### src/rtl/npu_launch_ctrl.sv
// NPU launch controller: settles the CPU request, validates and latches
// word addresses, holds the NPU enable until ack and returns a handshake.
module npu_launch_ctrl #(
  parameter int SETTLE_CYC = 3,
  parameter int TIMEOUT    = 4096,
  parameter int CNT_W      = 16
) (
  input  logic             clk,
  input  logic             rst,
  input  logic             en_npu,
  input  logic [9:0]       mat_a,
  input  logic [9:0]       mat_b,
  input  logic [9:0]       mat_c,
  input  logic             npu_ack,
  output logic             npu_en,
  output logic [7:0]       src1_addr,
  output logic [7:0]       src2_addr,
  output logic [7:0]       rd_addr,
  output logic             acquire_npu,
  output logic             err,
  output logic [1:0]       err_code,
  output logic [CNT_W-1:0] done_cnt
);

  typedef enum logic [2:0] {
    IDLE, SETTLE, BUSY, DONE, ERR
  } state_e;

  localparam logic [7:0]  SETTLE_LAST = 8'(SETTLE_CYC - 1);
  localparam logic [15:0] TMR_LAST    = 16'(TIMEOUT - 1);

  state_e           state_q, state_d;
  logic [7:0]       cnt_q, cnt_d;
  logic [15:0]      tmr_q, tmr_d;
  logic [7:0]       src1_q, src1_d;
  logic [7:0]       src2_q, src2_d;
  logic [7:0]       rd_q, rd_d;
  logic             err_q, err_d;
  logic [1:0]       code_q, code_d;
  logic [CNT_W-1:0] done_q, done_d;
  logic             npu_en_q, npu_en_d;
  logic             acq_q, acq_d;
  logic             misaligned;

  assign misaligned = |{mat_a[1:0], mat_b[1:0], mat_c[1:0]};

  always_comb begin
    state_d = state_q;
    cnt_d   = cnt_q;
    tmr_d   = tmr_q;
    src1_d  = src1_q;
    src2_d  = src2_q;
    rd_d    = rd_q;
    err_d   = err_q;
    code_d  = code_q;
    done_d  = done_q;
    unique case (state_q)
      IDLE: begin
        if (en_npu) begin
          state_d = SETTLE;
          cnt_d   = 8'd0;
          err_d   = 1'b0;
          code_d  = 2'b00;
        end
      end
      SETTLE: begin
        if (!en_npu) begin
          state_d = IDLE;
        end else if (cnt_q == SETTLE_LAST) begin
          if (misaligned) begin
            state_d = ERR;
            err_d   = 1'b1;
            code_d  = 2'b01;
          end else begin
            state_d = BUSY;
            src1_d  = mat_a[9:2];
            src2_d  = mat_b[9:2];
            rd_d    = mat_c[9:2];
            tmr_d   = 16'd0;
          end
        end else begin
          cnt_d = cnt_q + 8'd1;
        end
      end
      BUSY: begin
        if (npu_ack) begin
          state_d = DONE;
          if (done_q != '1) done_d = done_q + CNT_W'(1);
        end else if (!en_npu) begin
          state_d = ERR;
          err_d   = 1'b1;
          code_d  = 2'b11;
        end else if (tmr_q == TMR_LAST) begin
          state_d = ERR;
          err_d   = 1'b1;
          code_d  = 2'b10;
        end else begin
          tmr_d = tmr_q + 16'd1;
        end
      end
      DONE, ERR: begin
        if (!en_npu) state_d = IDLE;
      end
      default: state_d = IDLE;
    endcase
    // Handshake outputs are registered copies of the next state
    npu_en_d = (state_d == BUSY);
    acq_d    = (state_d == DONE) || (state_d == ERR);
  end

  always_ff @(posedge clk) begin
    if (!rst) begin
      state_q  <= IDLE;
      cnt_q    <= '0;
      tmr_q    <= '0;
      src1_q   <= '0;
      src2_q   <= '0;
      rd_q     <= '0;
      err_q    <= 1'b0;
      code_q   <= '0;
      done_q   <= '0;
      npu_en_q <= 1'b0;
      acq_q    <= 1'b0;
    end else begin
      state_q  <= state_d;
      cnt_q    <= cnt_d;
      tmr_q    <= tmr_d;
      src1_q   <= src1_d;
      src2_q   <= src2_d;
      rd_q     <= rd_d;
      err_q    <= err_d;
      code_q   <= code_d;
      done_q   <= done_d;
      npu_en_q <= npu_en_d;
      acq_q    <= acq_d;
    end
  end

  assign npu_en      = npu_en_q;
  assign acquire_npu = acq_q;
  assign src1_addr   = src1_q;
  assign src2_addr   = src2_q;
  assign rd_addr     = rd_q;
  assign err         = err_q;
  assign err_code    = code_q;
  assign done_cnt    = done_q;

endmodule

### config.mk
export PLATFORM = sky130hd
export DESIGN_NAME = npu_launch_ctrl
export DESIGN_NICKNAME = d
export VERILOG_FILES = /design/src/rtl/npu_launch_ctrl.sv
export SDC_FILE = /design/constraint.sdc
export NUM_CORES = 1
export LEC_CHECK = 0
export ABC_AREA = 1
export CAP_MARGIN = 10
export CORE_MARGIN = 10
export CORE_UTILIZATION = 47
export CTS_CLUSTER_DIAMETER = 40
export CTS_CLUSTER_SIZE = 8
export DETAILED_ROUTE_END_ITERATION = 7
export GPL_ROUTABILITY_DRIVEN = 0
export PLACE_DENSITY = 0.75
export SLEW_MARGIN = 10
export SYNTH_ARGS = -nofsm -noshare
export SYNTH_HDL_FRONTEND = slang
export SYNTH_SLANG_ARGS = --single-unit
### constraint.sdc
create_clock -name clk -period 1.7 [get_ports clk]
set_clock_uncertainty 0.05 [all_clocks]
set_input_delay 0.255 -clock clk [delete_from_list [all_inputs] [get_ports clk]]
set_output_delay 0.255 -clock clk [all_outputs]
set_load 0.02 [all_outputs]
==> results of run 1 <==
## stage by stage
stage               utilization  power [W]  hold WS [ps]  TNS [ps]  setup slack, ps
global placement          0.621    0.00209           386      -610            -53.4
CTS                       0.646    0.00358           408         0             7.98
floorplan                     -    0.00191           369         0             6.83
global route              0.667    0.00371           434      -914            -80.4
detailed placement        0.621    0.00209           396     -3420             -131
finish                    0.667    0.00358           404         0             32.9
## final cells by class
type	count	area (µm²)	share of cell area
clock buffers	9	124	0.0226
clock inverters	7	96.3	0.0176
inverters	66	250	0.0456
multi-input cells	415	2280	0.415
flip-flops and latches	72	1450	0.265
well taps	105	131	0.0240
repair buffers	117	1150	0.210
## cells by family (layout without fill, tap and decap cells)
| logic type | count (synthesis) | in the layout | share of synthesized area |
|---|---|---|---|
| AOI/OAI and AO/OA | 78 | 78 | 0.140 |
| buffers and inverters | 86 | 199 | 0.0912 |
| xor gates and xnor gates | 19 | 19 | 0.0420 |
| DFF | 72 | 72 | 0.364 |
| and+or+nand+nor | 314 | 314 | 0.350 |
| adders and majority gates | 4 | 4 | 0.0126 |
## layout by cell type, fill, tap and decap left out, types with 9 or more instances in the layout
| master | n |
|---|---|
| nand2_1 | 145 |
| nand2_2 | 17 |
| dfxtp_1 | 65 |
| nor2_1 | 83 |
| inv_2 | 12 |
| clkbuf_8 | 9 |
| nand3_1 | 23 |
| a211oi_2 | 10 |
| xor2_1 | 12 |
| a211oi_1 | 14 |
| a21oi_1 | 27 |
| a21oi_2 | 15 |
| nand4_1 | 16 |
| inv_1 | 53 |
| buf_4 | 31 |
| clkdlybuf4s50_1 | 62 |
| dlygate4sd2_1 | 13 |
## timing repair
action                     CTS  global route
resized for setup           13            44
pin swaps                    0            11
gates cloned                 0             1
setup endpoints to repair   13            43
buffers inserted             0             1
## power by group
group	leakage, nW	internal [W]	switching, W
sequential	0.585	0.00170	0.0000107
clock	0.101	0.000825	0.000676
combinational	1.45	0.000187	0.000180
## final timing paths
| kind | startpoint | end | slack (ps) | cells after the start |
|---|---|---|---|---|
| hold reg to reg | err | err | 400 | 2 |
| setup / recovery | cnt_q[0] | tmr_q[4] | 30 | 11 |
| setup reg to reg | cnt_q[0] | tmr_q[4] | 30 | 11 |
| hold / removal | err | err | 400 | 2 |
## worst max-delay path, stage by stage (launching register included)
cell       delay, ps
dfxtp_2          330
inv_2             70
ha_4             130
nand2_2           40
nor2_1            70
nand2_1           90
o21bai_2         190
nand2_2          120
nor2_8           180
clkbuf_16        170
nand2_2           40
a21oi_2          110
## state kept, by name, indices dropped and copies added, names as in the netlist, 2 cells and up
register   flops
src2_addr      8
err_code       2
done_cnt      16
src1_addr      8
state_q        3
rd_addr        8
tmr_q         16
cnt_q          8
## routing by layer
| metal | wire, µm | global-route usage | up-vias |
|---|---|---|---|
| met1 | 4500 | 0.191 | 1837 |
| li1 | - | - | 2050 |
| met3 | 983 | 0.0714 | 8 |
| met5 | 0 | 0 | - |
| met4 | 88 | 0.0557 | 0 |
| met2 | 4950 | 0.254 | 118 |
==> impl_metrics.env, run 1 <==
export IMPL_worstSetupStartpointType="flip-flop"
export IMPL_cts_hold_buffers=0
export IMPL_ys_flop_type="dfxtp_1"
export IMPL_clock_sinks=72
export IMPL_min_period_ps=1670
export IMPL_via_per_inst=5.07
export IMPL_grt_max_degree=50
export IMPL_ys_seq_area_frac=0.364
export IMPL_synthTopCellsByCount="nand2_1, nor2_1, dfxtp_1"
export IMPL_synth_most_common_cell="nand2_1"
export IMPL_io_pin_count=79
export IMPL_fillers=662
export IMPL_yosysTopAreaCell="dfxtp_1"
export IMPL_p_leak_nw=2.13
export IMPL_cts_buffers=9
export IMPL_end_kind="flip-flop"
export IMPL_track_usage=0.161
export IMPL_dp_hpwl_um=7690
export IMPL_hp_class="flip-flop to flip-flop"
export IMPL_vias=4013
export IMPL_yosysTopAreaCellShare=0.364
export IMPL_worstPathRequired_ps=1930
export IMPL_rows=33
export IMPL_antenna_cells=0
export IMPL_coreArea_mm2=0.00822
export IMPL_worst_slew_pin_slew_ps=426
export IMPL_dieWidth_um=112
export IMPL_cp_max_fo=4
export IMPL_layout_nets=719
export IMPL_cts_root_buf="clkbuf_8"
export IMPL_instances_no_fill=791
export IMPL_drv_cap=0
export IMPL_clk_latency_ps=350
export IMPL_async_reset_ff_frac=0
export IMPL_fin_area_mm2=0.00548
export IMPL_htree_levels=3
export IMPL_place_inst=773
export IMPL_rsz0062_at_grt="true"
export IMPL_yosys_warnings=0
export IMPL_grt_antenna_before_repair=0
export IMPL_postSynthNetCount=611
export IMPL_chipHeight_um=112
export IMPL_drc_errors=0
export IMPL_synth_area_mm2=0.00396
export IMPL_hold_viol=0
export IMPL_final_max_slew_viol_count=0
export IMPL_final_layout_size_suffix_gt1_frac=0.208
export IMPL_powerDensity_mw_per_mm2=653
export IMPL_cp_arrival_ps=1900
export IMPL_ys_ff_latch=72
export IMPL_clock_fmax_mhz=600
export IMPL_wl_per_cell_um=13.3
export IMPL_clkTransAtPathRegs_ps=80
export IMPL_io_buffers=78
export IMPL_peakVddDrop_mv=0.506
export IMPL_area_growth_pct=38.3
export IMPL_path_class="flip-flop to flip-flop"
export IMPL_grt_pass1_vias=3767
export IMPL_initial_core_util=0.482
export IMPL_grt_overflow_total=0
export IMPL_clock_path_buffers=2
export IMPL_drt_iter0_markers=196
export IMPL_finalSetupViolCount=0
export IMPL_syn_area_per_cell_um2=6.92
export IMPL_status="completed"
export IMPL_synth_cell_types=33
export IMPL_wirelength_um=10500
export IMPL_synth_area_top_cells="dfxtp_1, nand2_1, nor2_1, inv_1, a21oi_1"
export IMPL_fin_crit_sh=0.981
export IMPL_drt_pass1_iterations=5
export IMPL_syn_inst=573
export IMPL_grt_pass1_wl_um=17400
export IMPL_cts_tree="yes"
export IMPL_maxSlewHeadroom=0.714
export IMPL_die_area_mm2=0.0125
export IMPL_drtAntennaViolNets=0
export IMPL_synth_edf_count=0
export IMPL_dpl_cell_area_mm2=0.00510
Note: power is estimated with default switching activity, not from simulation.
==> run 2: changes to the inputs <==
--- a/config.mk
+++ b/config.mk
@@ -9,7 +9,7 @@
 export CAP_MARGIN = 10
 export CORE_MARGIN = 10
 export CORE_UTILIZATION = 47
-export CTS_CLUSTER_DIAMETER = 40
+export CTS_CLUSTER_DIAMETER = 50
 export CTS_CLUSTER_SIZE = 8
 export DETAILED_ROUTE_END_ITERATION = 7
 export GPL_ROUTABILITY_DRIVEN = 0
==> results of run 2 <==
The final DEF is identical to that of run 1; final timing and power are the same.
==> run 3: changes to the inputs <==
--- a/config.mk
+++ b/config.mk
@@ -8,12 +8,13 @@
 export ABC_AREA = 1
 export CAP_MARGIN = 10
 export CORE_MARGIN = 10
-export CORE_UTILIZATION = 47
+export CORE_UTILIZATION = 48
+export CTS_BUF_LIST = sky130_fd_sc_hd__clkbuf_8
 export CTS_CLUSTER_DIAMETER = 50
 export CTS_CLUSTER_SIZE = 8
 export DETAILED_ROUTE_END_ITERATION = 7
 export GPL_ROUTABILITY_DRIVEN = 0
-export PLACE_DENSITY = 0.75
+export PLACE_DENSITY = 0.76
 export SLEW_MARGIN = 10
 export SYNTH_ARGS = -nofsm -noshare
 export SYNTH_HDL_FRONTEND = slang
==> run 3 against run 2 <==
  * Flip-flop and latch count is the same
  * Via count increased by 0.42%
  * Setup slack better by 16 ps
  * Total power is 3.0% lower
  * Critical path depth is 10 lower
==> impl_metrics.env, run 3 (synthesized netlist as in run 1, its figures left out) <==
export IMPL_crit_start="done_cnt[12]"
export IMPL_critPathMaxStageDelay_ps=620
export IMPL_reg2regPathDepth=11
export IMPL_tns_ps=0
export IMPL_finalSetupViolCount=0
export IMPL_dieWidth_um=111
export IMPL_worstPathRequired_ps=1390
export IMPL_cts_root_buf="clkbuf_8"
export IMPL_grt_max_degree=43
export IMPL_r2r_end="tmr_q[5]"
export IMPL_min_period_ps=1650
export IMPL_path_class="flip-flop to output pin"
export IMPL_holdPathStages=2
export IMPL_grt_pass1_wl_um=18100
export IMPL_cp_num_cells=1
export IMPL_fin_crit_sh=0.971
export IMPL_p_leak_nw=2.13
export IMPL_grt_pass1_vias=3886
export IMPL_area_growth_pct=38.1
export IMPL_via_per_inst=5.06
export IMPL_worst_slew_pin_slew_ps=300
export IMPL_p_sw_w=0.000860
export IMPL_critPathSlowestCell="clkdlybuf4s50_1"
export IMPL_hp_class="flip-flop to flip-flop"
export IMPL_drc_errors=0
export IMPL_hold_start="err"
export IMPL_hold_viol=0
export IMPL_r2r_slack_ps=70
export IMPL_rows=33
export IMPL_peakVddDrop_mv=0.474
export IMPL_wirelength_um=10800
export IMPL_clock_sinks=72
export IMPL_clock_path_buffers=2
export IMPL_cts_tree="yes"
export IMPL_holdWs_ps=409
export IMPL_end_kind="output pin"
export IMPL_grt_antenna_before_repair=0
export IMPL_crit_family="buffers and inverters"
export IMPL_sw_frac_of_total=0.248
export IMPL_antenna_cells=0
export IMPL_drt_pass1_iterations=4
export IMPL_drtAntennaViolNets=0
export IMPL_fin_util=0.673
export IMPL_internal_power_w=0.00261
export IMPL_clock_fmax_mhz=606
export IMPL_cp_arrival_ps=1350
export IMPL_io_buffers=78
export IMPL_die_area_mm2=0.0123
export IMPL_clk_latency_ps=340
export IMPL_final_common_cell="nand2_1"
export IMPL_timing_rr_start="cnt_q[0]"
export IMPL_final_max_slew_viol_count=0
export IMPL_clkTransAtPathRegs_ps=80
export IMPL_wl_per_cell_um=13.5
export IMPL_pwr_share_seq=0.494
export IMPL_path_buf_inv=1
export IMPL_powerDensity_mw_per_mm2=635
export IMPL_crit_path_end="done_cnt[12]"
export IMPL_status="completed"
export IMPL_cp_cell_sequence="clkdlybuf4s50_1"
export IMPL_track_usage=0.168
export IMPL_io_pin_count=79
export IMPL_dp_hpwl_um=7840
export IMPL_coreArea_mm2=0.00813
export IMPL_combPwrFrac=0.107
export IMPL_rsz0062_at_grt="true"
export IMPL_vias=4030
export IMPL_drt_iter0_markers=192
export IMPL_pwr_share_clk=0.400
export IMPL_cts_buffers=9
export IMPL_drv_cap=0
export IMPL_layout_common_cells="nand2_1, nor2_1, clkdlybuf4s50_1"
export IMPL_layout_nets=724
export IMPL_worstSetupStartpointType="flip-flop"
export IMPL_chipHeight_um=111
export IMPL_cts_hold_buffers=0
export IMPL_htree_levels=3
export IMPL_maxSlewHeadroom=0.798
export IMPL_final_layout_size_suffix_gt1_frac=0.203
export IMPL_grt_overflow_total=0
export IMPL_cp_max_fo=3
export IMPL_initial_core_util=0.487
run 3: cell types whose count changed in the layout (fill, tap and decap cells not counted), sizes merged:
| cell | change |
|---|---|
| buf | +5 |
| bufinv | -1 |
| clkbuf | +1 |
| clkdlybuf4s50 | +1 |
| clkinvlp | -1 |
| dlygate4sd2 | +1 |
| dlymetal6s2s | -2 |
| inv | +1 |
run 3: layer usage:
layer | routed length [µm] | vias up | track usage
met5 | 0 | - | 0
met4 | 89 | 0 | 0.0391
met3 | 654 | 9 | 0.0444
met2 | 5390 | 115 | 0.295
met1 | 4610 | 1849 | 0.198
li1 | - | 2057 | -
run 3: cell type report:
cell class              instances  area (µm²)
flip-flops and latches         72        1460
repair buffers                122        1170
inverters                      66         248
multi-input cells             415        2260
fillers                       686        2660
clock inverters                 6        67.6
well taps                     105         131
clock buffers                  10         138
run 3: worst min-delay path by stage:
stage                    to  slack, ps
6_report                err        410
5_1_grt        src2_addr[1]        430
4_1_cts        src2_addr[1]        410
3_5_place_dp   src2_addr[1]        390
3_3_place_gp     rd_addr[1]        390
2_1_floorplan    state_q[2]        370
run 3: power by group through the flow:
| stage | Clock [W] | Sequential [W] | Combinational [W] |
|---|---|---|---|
| floorplan | 0 | 0.00176 | 0.000152 |
| global placement | 0 | 0.00175 | 0.000327 |
| detailed placement | 0 | 0.00175 | 0.000329 |
| CTS | 0.00142 | 0.00171 | 0.000347 |
| global route | 0.00150 | 0.00172 | 0.000405 |
| finish | 0.00139 | 0.00171 | 0.000370 |
run 3: repair_timing:
action                     4_1_cts  5_1_grt
gates cloned                     0        1
setup endpoints to repair       26       40
setup buffers                    4        2
gates resized for setup         16       31
pin swaps                        3       11
run 3: metrics by stage:
step / total power (W) / cells / setup WS, ps / instance area [µm²]
6_report: 0.00347 / 796 / 48.8 / 5470
5_1_grt: 0.00362 / 796 / -81.6 / 5470
4_1_cts: 0.00348 / 793 / 9.50 / 5320
3_5_place_dp: 0.00208 / 773 / -204 / 5080
3_3_place_gp: 0.00208 / 773 / -130 / 5080
2_1_floorplan: 0.00191 / 573 / 6.83 / 3970
